File: config.mk
export PLATFORM = sky130hd
export DESIGN_NAME = psa_sub_seq
export DESIGN_NICKNAME = d
export VERILOG_FILES = /design/src/rtl/psa_sub_seq.sv
export SDC_FILE = /design/constraint.sdc
export NUM_CORES = 1
export LEC_CHECK = 0
export BUFFER_PORTS_ARGS = -buffer_cell sky130_fd_sc_hd__buf_2
export CAP_MARGIN = 40
export CORE_UTILIZATION = 48
export DETAILED_ROUTE_END_ITERATION = 7
export PLACE_DENSITY_LB_ADDON = 0.15
export RECOVER_POWER = 50
export SLEW_MARGIN = 20
export SYNTH_ARGS = -nofsm -noshare
export SYNTH_HDL_FRONTEND = slang
export SYNTH_SLANG_ARGS = --single-unit
File: constraint.sdc
create_clock -name clk -period 2.8 [get_ports clk]
set_input_delay 0.14 -clock clk [delete_from_list [all_inputs] [get_ports clk]]
set_output_delay 0.14 -clock clk [all_outputs]
set_load 0.005 [all_outputs]
File: src/rtl/psa_sub_seq.sv
// Multi-cycle partitioned saturating subtractor: four signed 4-bit lanes,
// one lane per cycle, with a start/busy/done handshake and per-lane saturation flags.
module psa_sub_seq (
  input  logic        clk,
  input  logic        rst,
  input  logic        start,
  input  logic [15:0] A,
  input  logic [15:0] B,
  output logic        busy,
  output logic        done,
  output logic [15:0] Diff,
  output logic [3:0]  Sat
);

  localparam int unsigned LANES  = 4;
  localparam int unsigned LANE_W = 4;
  localparam int unsigned DATA_W = LANES * LANE_W;
  localparam int unsigned LIDX_W = $clog2(LANES);

  typedef enum logic [1:0] {
    IDLE = 2'd0,
    CALC = 2'd1,
    DONE = 2'd2
  } state_t;

  state_t              state, state_n;
  logic [LIDX_W-1:0]   lane, lane_n;
  logic [DATA_W-1:0]   a_q, a_n, b_q, b_n;
  logic [DATA_W-1:0]   diff_n;
  logic [LANES-1:0]    sat_n;
  logic                busy_n, done_n;

  logic [LANE_W-1:0]   a_lane, b_lane, res;
  logic [LANE_W:0]     d;
  logic                ovf;

  // Lane datapath: 5-bit signed difference, clamp when bits 4 and 3 disagree
  always_comb begin
    a_lane = a_q[{lane, 2'b00} +: LANE_W];
    b_lane = b_q[{lane, 2'b00} +: LANE_W];
    d      = {a_lane[LANE_W-1], a_lane} - {b_lane[LANE_W-1], b_lane};
    ovf    = d[LANE_W] ^ d[LANE_W-1];
    if (ovf) res = d[LANE_W] ? 4'b1000 : 4'b0111;
    else     res = d[LANE_W-1:0];
  end

  // Next-state and register-update logic
  always_comb begin
    state_n = state;
    lane_n  = lane;
    a_n     = a_q;
    b_n     = b_q;
    diff_n  = Diff;
    sat_n   = Sat;

    unique case (state)
      IDLE, DONE: begin
        if (start) begin
          state_n = CALC;
          lane_n  = '0;
          a_n     = A;
          b_n     = B;
          diff_n  = '0;
          sat_n   = '0;
        end else begin
          state_n = IDLE;
        end
      end
      CALC: begin
        diff_n[{lane, 2'b00} +: LANE_W] = res;
        sat_n[lane]                     = ovf;
        lane_n                          = lane + LIDX_W'(1);
        if (lane == LIDX_W'(LANES - 1)) state_n = DONE;
      end
      default: state_n = IDLE;
    endcase

    busy_n = (state_n == CALC);
    done_n = (state_n == DONE);
  end

  always_ff @(posedge clk) begin
    if (rst) begin
      state <= IDLE;
      lane  <= '0;
      a_q   <= '0;
      b_q   <= '0;
      Diff  <= '0;
      Sat   <= '0;
      busy  <= 1'b0;
      done  <= 1'b0;
    end else begin
      state <= state_n;
      lane  <= lane_n;
      a_q   <= a_n;
      b_q   <= b_n;
      Diff  <= diff_n;
      Sat   <= sat_n;
      busy  <= busy_n;
      done  <= done_n;
    end
  end

endmodule

After elaboration in Yosys (flattened, before gate mapping)

Cells that the tools add are included.

Add/sub/neg operators: 3
Magnitude comparators: 2
Equality and inequality tests: 6
Shift operators: 4
Muxes and demuxes: 15
Bitwise logic cells: 1
Reductions and logical operators: 6

Operators with widths:

| cell                     | number |
|---|---|
| $pmux W16 S2             | 1 |
| $shiftx A16 B5 Y4        | 2 |
| $bwmux W16               | 1 |
| $mux W16                 | 1 |
| $shift A4 B6 Y16 const A | 1 |
| $shiftx A4 B6 Y16        | 1 |
| $mux W4                  | 3 |
| $pmux W2 S2              | 2 |
| $pmux W4 S2              | 1 |
| $eq A2 B2 Y1 const B     | 3 |
| $neg A4 Y6               | 1 |
| $sub A4 B4 Y5            | 1 |
| $bwmux W4                | 1 |
| $eq A2 B1 Y1 const B     | 2 |
| $mux W2                  | 2 |
| $reduce_and A2 Y1        | 2 |
| $lt A2 B3 Y1 const B     | 1 |
| $add A2 B1 Y2 const B    | 1 |
| $demux W1 S2             | 1 |
| $ge A2 B1 Y1 const B     | 1 |
| $logic_not A2 Y1         | 1 |
| $mux W1                  | 2 |
| $ne A2 B2 Y1 const B     | 1 |
| $reduce_bool A2 Y1       | 1 |
| other kinds (3)          | 3 |

Flip-flop bits (word level): 58
Bits of input ports: 35
Output and inout port bits: 22
Word-level logic and storage cells: 45

Longest topological paths before layout

Gate-level depths: netlist of the first run.

Depth in word-level cells: 7
Mapped depth: 11
Mapped depth without buffers: 9

Worst setup path after synthesis of the first run

Ideal clock, no wire load.

Path kind: flip-flop to flip-flop
Start: reg lane[0]
End: reg Diff[0]
Library setup time: 0.117 ns
Arrival time: 2.824 ns
Data required time: 2.683 ns
Path slack: -0.141 ns
Cell stages (with the launch flop): 12
Buffers on the path: 2
Clock period less this slack: 2.941 ns
Cells stage by stage: dfxtp_1 clkbuf_1 buf_2 mux4_2 inv_1 ha_1 fa_1 inv_1 a2111oi_2 o22a_1 o2111ai_2 a22o_1

Longest elaborated chain between the ends: 7
Elaborated cells between the ends (all ways): 11
Classes of those cells: 2 x add/sub; 4 x shift; 4 x mux; 1 x bitwise

Ends and longest elaborated chain:

| what                                            | RTL line | text |
|---|---|---|
| start: declaration                              | 27       | `logic [LIDX_W-1:0] lane, lane_n;` |
| start signal: assignment                        | 94       | `lane <= lane_n;` |
| $shiftx A16 B5 Y4, on equally long branches     | 39, 40   |  |
| $sub A4 B4 Y5                                   | 41       | `d = {a_lane[LANE_W-1], a_lane} - {b_lane[LANE_W-1], b_lane};` |
| $mux W4 / $xor A1 B1 Y1 (equally long branches) | 43, 42   |  |
| $mux W4                                         | 43       | `if (ovf) res = d[LANE_W] ? 4'b1000 : 4'b0111;` |
| $shiftx A4 B6 Y16                               | 70       | `diff_n[{lane, 2'b00} +: LANE_W] = res;` |
| $bwmux W16 *                                    | 70       |  |
| $pmux W16 S2 *                                  | 56       | `unique case (state)` |
| end signal: assignment                          | 97       | `Diff <= diff_n;` |
| end: declaration                                | 11       | `output logic [15:0] Diff,` |

Mark *: on every way between the ends. The rest lies on a longest branch, timed or not.
A chain may end at the register's enable or synchronous reset.

Final worst setup path of the first run

Start: reg lane[0]
End: reg Diff[12]

Same word-level chain as after synthesis.

==> impl_results.md, run 1 <==
- P_int: 0.00152 W
- Switching share of power: 0.279
- Placeable core region: 5170 um2
- Failing checks: max-capacitance violations, max-slew violations
- Area of the mapped netlist: 2630 um2
- Share of the synthesized area in the top cell type: 0.442
- Total track usage: 0.227
- Number of register bits inferred by synthesis: 58
- Worst min-delay path category: primary input to flip-flop
- Clock power frac: 0.386
- Synthesized instance count: 303
- Leakage component of the power: 1.32 nW
- Area fraction in and, or, nand and nor cells after synthesis: 0.205
- Total Power Consumption: 0.00211 W
- Buffer levels on the longest clock path: 2
- Final period demand of the worst path: 2.66 ns
- Data required time at the worst endpoint: 3.03 ns
- Largest stage delay, worst path: 0.53 ns
- Startpoint types: flip-flop
- Main combinational cell family by area after synthesis: simple AND/OR/NAND/NOR gates
- Setup Skew: 0.00642 ns
- Total clock buffers created by CTS: 9
- Biggest area consumer among synthesized cells: sky130_fd_sc_hd__dfxtp_1
- Initial antenna violation count: 0
- Largest net degree at the start of global routing: 37
- First-pass iteration count of the detailed router: 5
- Clk Latency, worst-skew pair: 0.33 ns
- NetSw: 0.000590 W
- Number of buffers inserted for hold repair after clock tree synthesis: 0
- Antenna Diode Count: 0
- Worst voltage drop across the vdd grid: 0.000356 V
- I/O pin total: 57
- Synthesized-area fraction occupied by adder cells: 0.0458
- Final antenna-violating net count: 0
- Die Span X: 76.0 um
- Die area: 5770 um2
- Fraction of synthesized area in multiplexers: 0.0686
- Setup violation total in the final timing report: 0
- Placement-stage cell area: 3010 um2
- Fraction of final layout cells sized beyond drive strength 1: 0.262
- Slowest cell on crit path: sky130_fd_sc_hd__mux4_2
- Most area-consuming cells after synthesis: sky130_fd_sc_hd__dfxtp_1 44%, sky130_fd_sc_hd__nand2_1 11%, sky130_fd_sc_hd__a21oi_1 7.1%, sky130_fd_sc_hd__mux4_2 6.9%, sky130_fd_sc_hd__ha_1 3.8%
- Synthesized-area fraction occupied by ao, oa, aoi and oai cells: 0.188
- Final core area utilization: 0.630
- Sequential cell area fraction in the yosys report: 0.442
- XOR/XNOR Fraction of Synth Area: 0.00334
- Relative contribution of sequential cells to total power: 0.421
- Arrival time of data at the critical path endpoint: 2.89 ns
- Clock-pin slew of the registers on the worst-case setup and hold paths: 0.07 ns
- H-tree lvl count: 3
- Count of buffer and inverter cells on the critical path: 1
- P per Cell Area: 648 nW/um2
- Number of distinct library cell variants in the gate-level netlist after synthesis: 39
- Clock tree from TritonCTS: yes
- Routed Wire Length: 6080 um
- Net count of the mapped netlist: 347
- Fin area: 3260 um2
- Yosys warning total: 0
- Growth of design area from synthesis to finish: 24.1%
- Combinational fraction of design power: 0.193
- Family with the most delay on the worst path: compound AO/OA/AOI/OAI gates
- Routed vias: 2356
- CTS root buf: sky130_fd_sc_hd__clkbuf_8
- Setup repair after global routing missed its margin: no
- Number of vias per cell: 5.40
- Grt ovf: 0
- Starting utilization of the core area: 0.507
- Remaining design rule violation count: 0
- Period utilization: 0.950
- Number of global-route vias before repair: 2131
- DRC violation total after the first TritonRoute iteration: 222
- Critical Path Sink Type: flip-flop
- Worst path cell trace: buf_12, mux4_2, ha_1, nand2b_1, a2111oi_4, o22a_1, o2111ai_2, a22o_1
- Post-synthesis area per instance: 8.66 um2
- Final TNS setup: 0 ns
- Final-layout fill cell count: 470
- Least-Margin Pin Slew: 1.55 ns
- Final RePlAce weighted congestion: 0.908
- CTS Sinks: 58
- Pre-CTS WS: 0.0336 ns
- Crit path max fanout: 13
- Final Hold Fails: 0
- Max transition margin: -0.0355
- PostCTS Resize Cnt: 0
- Dpl hpwl: 4310 um
- Path type of the worst setup path: flip-flop to flip-flop
- Max-slew violation count: 37
- Routed len/inst: 13.9 um
- First-pass GRT wire length: 10200 um
- Die extent in y: 76.0 um
- Nets@finish: 405
- Count of buffers added by post-CTS timing repair for setup: 0
- Result of the run: complete, but fails checks
- Timing-limited maximum frequency: 376 MHz
- Least setup slack across all paths after layout: 0.141 ns
- Standard-cell rows: 26
- Max capacitance violation total: 1
- Quantity of I/O buffers inserted on ports: 56
## placed cells by master (no fill, tap or decap), types with 3 or more instances in the layout
cell / instances
sky130_fd_sc_hd__nand2_1: 79
sky130_fd_sc_hd__dfxtp_1: 58
sky130_fd_sc_hd__buf_2: 51
sky130_fd_sc_hd__a21oi_1: 37
sky130_fd_sc_hd__clkbuf_8: 12
sky130_fd_sc_hd__nor2_1: 11
sky130_fd_sc_hd__inv_1: 10
sky130_fd_sc_hd__a22o_1: 10
sky130_fd_sc_hd__mux4_2: 8
sky130_fd_sc_hd__buf_4: 8
sky130_fd_sc_hd__nand3_1: 7
sky130_fd_sc_hd__ha_1: 7
sky130_fd_sc_hd__clkbuf_1: 7
sky130_fd_sc_hd__nor2b_1: 6
sky130_fd_sc_hd__nand2b_1: 6
sky130_fd_sc_hd__o31ai_1: 6
sky130_fd_sc_hd__a211oi_1: 4
sky130_fd_sc_hd__o21ai_1: 3
## cell families (layout without fill, tap and decap cells)
group / after synthesis / in the layout
and+or+nand+nor: 121 / 121
adders and majority gates: 9 / 9
buffers and inverters: 32 / 95
muxes: 8 / 8
AOI/OAI and AO/OA: 74 / 74
xor gates and xnor gates: 1 / 1
DFF: 58 / 58
## power by group through the flow
stage          combinational [W]  clock (W)  sequential (W)
2_1_floorplan           0.000272          0        0.000898
3_3_place_gp            0.000380          0        0.000906
3_5_place_dp            0.000385          0        0.000906
4_1_cts                 0.000386   0.000831        0.000888
5_1_grt                 0.000450   0.000873        0.000892
6_report                0.000408   0.000816        0.000888
## per-layer routing
layer / up-vias / wire (um) / track usage
met5: - / 0 / 0
met4: 0 / 68 / 0.106
met3: 6 / 382 / 0.0687
met2: 86 / 2750 / 0.329
met1: 1089 / 2870 / 0.309
li1: 1175 / - / -
## stage by stage
| stage | instances | hold WS (ns) |
|---|---|---|
| 2_1_floorplan | 303 | 0.276 |
| 5_1_grt | 436 | 0.0292 |
| 3_5_place_dp | 420 | 0.386 |
| 6_report | 436 | 0.0405 |
| 4_1_cts | 436 | 0.0274 |
| 3_3_place_gp | 420 | 0.382 |
## synth_stat cells
| cell type | count |
|---|---|
| sky130_fd_sc_hd__o21ai_0 | 2 |
| sky130_fd_sc_hd__xnor2_1 | 1 |
| sky130_fd_sc_hd__nand3_1 | 7 |
| sky130_fd_sc_hd__a211oi_1 | 5 |
| sky130_fd_sc_hd__or3b_1 | 2 |
| sky130_fd_sc_hd__buf_2 | 2 |
| sky130_fd_sc_hd__inv_1 | 10 |
| sky130_fd_sc_hd__nand2_1 | 79 |
| sky130_fd_sc_hd__o311ai_0 | 1 |
| sky130_fd_sc_hd__o2111ai_2 | 2 |
| sky130_fd_sc_hd__nor2_1 | 11 |
| sky130_fd_sc_hd__a32oi_1 | 1 |
| sky130_fd_sc_hd__o31ai_1 | 6 |
| sky130_fd_sc_hd__nand3b_1 | 1 |
| sky130_fd_sc_hd__a2111oi_2 | 1 |
| sky130_fd_sc_hd__and3_1 | 1 |
| sky130_fd_sc_hd__dfxtp_1 | 58 |
| sky130_fd_sc_hd__clkbuf_1 | 16 |
| sky130_fd_sc_hd__o311ai_1 | 1 |
| sky130_fd_sc_hd__and2_1 | 2 |
| sky130_fd_sc_hd__ha_1 | 8 |
| sky130_fd_sc_hd__mux4_2 | 8 |
| sky130_fd_sc_hd__o21ai_1 | 3 |
| sky130_fd_sc_hd__a211o_1 | 1 |
| sky130_fd_sc_hd__nand4_1 | 1 |
| sky130_fd_sc_hd__a31oi_1 | 1 |
| sky130_fd_sc_hd__inv_2 | 2 |
| sky130_fd_sc_hd__o41ai_1 | 1 |
| sky130_fd_sc_hd__nor2b_1 | 7 |
| sky130_fd_sc_hd__buf_1 | 2 |
| sky130_fd_sc_hd__or4_1 | 1 |
| sky130_fd_sc_hd__nor4b_2 | 1 |
| sky130_fd_sc_hd__fa_1 | 1 |
| sky130_fd_sc_hd__nor3_1 | 1 |
| sky130_fd_sc_hd__a21oi_1 | 37 |
| sky130_fd_sc_hd__a22o_1 | 10 |
| sky130_fd_sc_hd__o22a_1 | 2 |
| sky130_fd_sc_hd__nor3b_1 | 1 |
| sky130_fd_sc_hd__nand2b_1 | 6 |
## registers in the layout, summed over array words and instances, names as in the netlist
register / count
Diff: 16
Sat: 4
a_q: 16
b_q: 16
busy: 1
done: 1
lane: 2
state: 2
## worst paths after layout
path                                           start                     to  slack (ns)  cells after the start
worst max-delay path            lane[0]$_SDFFE_PP0P_  Diff[12]$_SDFFE_PP0P_        0.14                      8
worst min register to register   b_q[8]$_SDFFE_PP0P_    b_q[8]$_SDFFE_PP0P_        0.45                      2
worst max register to register  lane[0]$_SDFFE_PP0P_  Diff[12]$_SDFFE_PP0P_        0.14                      8
worst min-delay path                           B[11]   b_q[11]$_SDFFE_PP0P_        0.04                      3
## worst min-delay path, delay by kind of cell
kind	cells	cell delay (ns)
buffers and inverters	1	0.09
AO/OA/AOI/OAI	1	0.05
AND/OR/NAND/NOR	1	0.04
## area by class of cell
cell class | instances | area (um2) | area share
Multi-Input combinational cell | 213 | 1390 | 0.426
Clock buffer | 12 | 165 | 0.0507
Tap cell | 70 | 87.6 | 0.0269
Sequential cell | 58 | 1160 | 0.356
Clock inverter | 4 | 48.8 | 0.0150
Timing Repair Buffer | 67 | 362 | 0.111
Inverter | 12 | 45.0 | 0.0138
Note: power is estimated with default switching activity, not from simulation.
==> run 2, diff against run 1 <==
Settings changed: CORE_UTILIZATION 48 to 35.
==> run 2 against run 1 <==
  * The flow now finishes without violations
  * Power rose by 4.7%
  * Global-route usage down 5.5 points
  * Sequential power hardly changed
  * Clock skew grew 0.0021 ns
  * Routed wire length is 4.7% higher
  * Clock power grew 12%
  * Fmax grew 1.1%
  * Critical path depth grew 2
  * Critical endpoint is now Diff[4]$_SDFFE_PP0P_
  * Largest power group is now clock
  * Highest routed layer unchanged
==> impl_results.md, run 2 (synthesized netlist as in run 1, its figures left out) <==
- CTS root buf: sky130_fd_sc_hd__clkbuf_8 (unchanged)
- Startpoint types: flip-flop (unchanged)
- Placeable core region: 7250 um2 (was 5170 um2)
- CTS Sinks: 58 (unchanged)
- Fraction of final layout cells sized beyond drive strength 1: 0.254 (was 0.262)
- Die area: 7850 um2 (was 5770 um2)
- Data required time at the worst endpoint: 3.03 ns (about the same)
- Initial antenna violation count: 0 (unchanged)
- P_int: 0.00162 W (was 0.00152 W)
- GR met2 Demand/Resource: 0.255 (was 0.329)
- Quantity of I/O buffers inserted on ports: 56 (unchanged)
- I/O pin total: 57 (unchanged)
- Period utilization: 0.939 (was 0.950)
- First-pass GRT wire length: 9920 um (was 10200 um)
- Clock-pin slew of the registers on the worst-case setup and hold paths: 0.07 ns (about the same)
- Slowest cell on crit path: sky130_fd_sc_hd__mux4_2 (unchanged)
- Grt ovf: 0 (unchanged)
- Buffer levels on the longest clock path: 2 (unchanged)
- Met1 Track Usage GR: 0.233 (was 0.309)
- Number of global-route vias before repair: 2042 (was 2131)
- Routed Wire Length: 6360 um (was 6080 um)
- Result of the run: finished, final reports clean (was complete, but fails checks)
- First-pass iteration count of the detailed router: 4 (was 5)
- Arrival time of data at the critical path endpoint: 2.86 ns (was 2.89 ns)
- Top library cells by usage in the layout, fill and taps aside: 79 x sky130_fd_sc_hd__nand2_1, 57 x sky130_fd_sc_hd__dfxtp_1, 49 x sky130_fd_sc_hd__buf_2, 37 x sky130_fd_sc_hd__a21oi_1, 11 x sky130_fd_sc_hd__nor2_1 (was 79 x sky130_fd_sc_hd__nand2_1, 58 x sky130_fd_sc_hd__dfxtp_1, 51 x sky130_fd_sc_hd__buf_2, 37 x sky130_fd_sc_hd__a21oi_1, 12 x sky130_fd_sc_hd__clkbuf_8)
- Routed vias: 2282 (was 2356)
- Die extent in y: 88.6 um (was 76.0 um)
- Critical Path Sink Type: flip-flop (unchanged)
- Max-slew violation count: 0 (was 37)
- Worst min-delay path category: primary input to flip-flop (unchanged)
- Starting utilization of the core area: 0.362 (was 0.507)
- Worst path cell trace: buf_12, mux4_2, inv_1, ha_2, fa_2, inv_1, a2111oi_4, o22a_1, o2111ai_2, a22o_1 (was buf_12, mux4_2, ha_1, nand2b_1, a2111oi_4, o22a_1, o2111ai_2, a22o_1)
- Most common cell after layout, fill and taps aside: sky130_fd_sc_hd__nand2_1 (unchanged)
- Least-Margin Pin Slew: 1.44 ns (was 1.55 ns)
- Nets@finish: 405 (unchanged)
- Clock power frac: 0.415 (was 0.386)
- NetSw: 0.000590 W (about the same)
- Final TNS setup: 0 ns (unchanged)
- Setup repair after global routing missed its margin: no (unchanged)
- Final period demand of the worst path: 2.63 ns (was 2.66 ns)
- Remaining design rule violation count: 0 (unchanged)
- Die Span X: 88.6 um (was 76.0 um)
- Total Power Consumption: 0.00221 W (was 0.00211 W)
- Combinational fraction of design power: 0.183 (was 0.193)
- Max transition margin: 0.0404 (was -0.0355)
- Max capacitance violation total: 0 (was 1)
- P per Cell Area: 671 nW/um2 (was 648 nW/um2)
- Routed len/inst: 13.7 um (was 13.9 um)
- Total track usage: 0.172 (was 0.227)
- Growth of design area from synthesis to finish: 25.5% (was 24.1%)
- Standard-cell rows: 31 (was 26)
- Leakage component of the power: 1.31 nW (was 1.32 nW)
- Largest registers: Diff (16), a_q (16), b_q (16) (unchanged)
- Dpl hpwl: 4580 um (was 4310 um)
- Most utilized layer in the global route result: met2 (unchanged)
- Fraction of met3 tracks used by global routing: 0.0606 (was 0.0687)
- Setup Skew: 0.00854 ns (was 0.00642 ns)
- Final antenna-violating net count: 0 (unchanged)
- Antenna Diode Count: 0 (unchanged)
- Total clock buffers created by CTS: 9 (unchanged)
- Crit path max fanout: 8 (was 13)
- Critical Path Most Common Cell: sky130_fd_sc_hd__inv_1
- Switching share of power: 0.267 (was 0.279)
- Timing-limited maximum frequency: 380 MHz (was 376 MHz)
- Setup violation total in the final timing report: 0 (unchanged)
- Largest net degree at the start of global routing: 37 (unchanged)
- Final Hold Fails: 0 (unchanged)
- Worst voltage drop across the vdd grid: 0.000212 V (was 0.000356 V)
- Final RePlAce weighted congestion: 0.796 (was 0.908)
- Clk Latency, worst-skew pair: 0.34 ns (was 0.33 ns)
- DRC violation total after the first TritonRoute iteration: 94 (was 222)
- H-tree lvl count: 3 (unchanged)
- Path type of the worst setup path: flip-flop to flip-flop (unchanged)
- Number of vias per cell: 4.91 (was 5.40)
- Relative contribution of sequential cells to total power: 0.402 (was 0.421)
- Clock tree from TritonCTS: yes (unchanged)
- Largest stage delay, worst path: 0.49 ns (was 0.53 ns)
run 2: per-stage QoR:
| step | std cells | utilization | setup slack (ns) | cell area, um2 | hold slack [ns] |
|---|---|---|---|---|---|
| 3_5_place_dp | 449 | 0.420 | 0.0538 | 3050 | 0.388 |
| 6_report | 465 | 0.454 | 0.171 | 3290 | 0.0345 |
| 2_1_floorplan | 303 | - | 0.0238 | 2630 | 0.276 |
| 4_1_cts | 465 | 0.452 | 0.0547 | 3280 | 0.0193 |
| 5_1_grt | 465 | 0.454 | 0.0297 | 3290 | 0.0235 |
| 3_3_place_gp | 449 | 0.420 | 0.0800 | 3050 | 0.385 |
run 2: final cells by class:
cell class	instances	area, um2
sequential	58	1160
timing repair buffer	67	359
clock buffer	10	128
clock inverter	6	105
tap	99	124
fill	758	3960
multi-input combinational	213	1370
inverter	12	45.0
run 2: critical path, delay by kind of cell, from the launching register on:
family          cells  cell delay [ns]
buf+inv             3             0.30
fa+ha+maj           2             0.47
mux                 1             0.49
flops               1             0.35
compound gates      4             0.90
run 2: final timing paths:
kind,startpoint,end,slack (ns),cells past startpoint
worst min-delay path,A[15],a_q[15]$_SDFFE_PP0P_,0.03,3
worst min register to register,Diff[10]$_SDFFE_PP0P_,Diff[10]$_SDFFE_PP0P_,0.45,2
worst max register to register,lane[0]$_SDFFE_PP0P_,Diff[4]$_SDFFE_PP0P_,0.17,10
worst max-delay path,lane[0]$_SDFFE_PP0P_,Diff[4]$_SDFFE_PP0P_,0.17,10
run 2: power groups by stage:
stage	combinational [W]	clock [W]	sequential, W
2_1_floorplan	0.000272	0	0.000898
3_3_place_gp	0.000390	0	0.000905
3_5_place_dp	0.000391	0	0.000906
4_1_cts	0.000394	0.000940	0.000888
5_1_grt	0.000445	0.000981	0.000893
6_report	0.000405	0.000918	0.000888
run 2: timing repair:
item                                   4_1_cts  5_1_grt
hold buffers                                 0        0
endpoints found under the hold margin        0        0
buffers inserted                             0        0
resized for setup                            0        6
setup endpoints to repair                    0       18
run 2: metal layers:
metal  part of all wire  routed length (um)  vias up
met5                  0                   0        -
met4              0.014                  86        0
met3              0.047                 297        9
met2               0.44                2770       48
met1               0.50                3210     1051
li1                   -                   -     1174
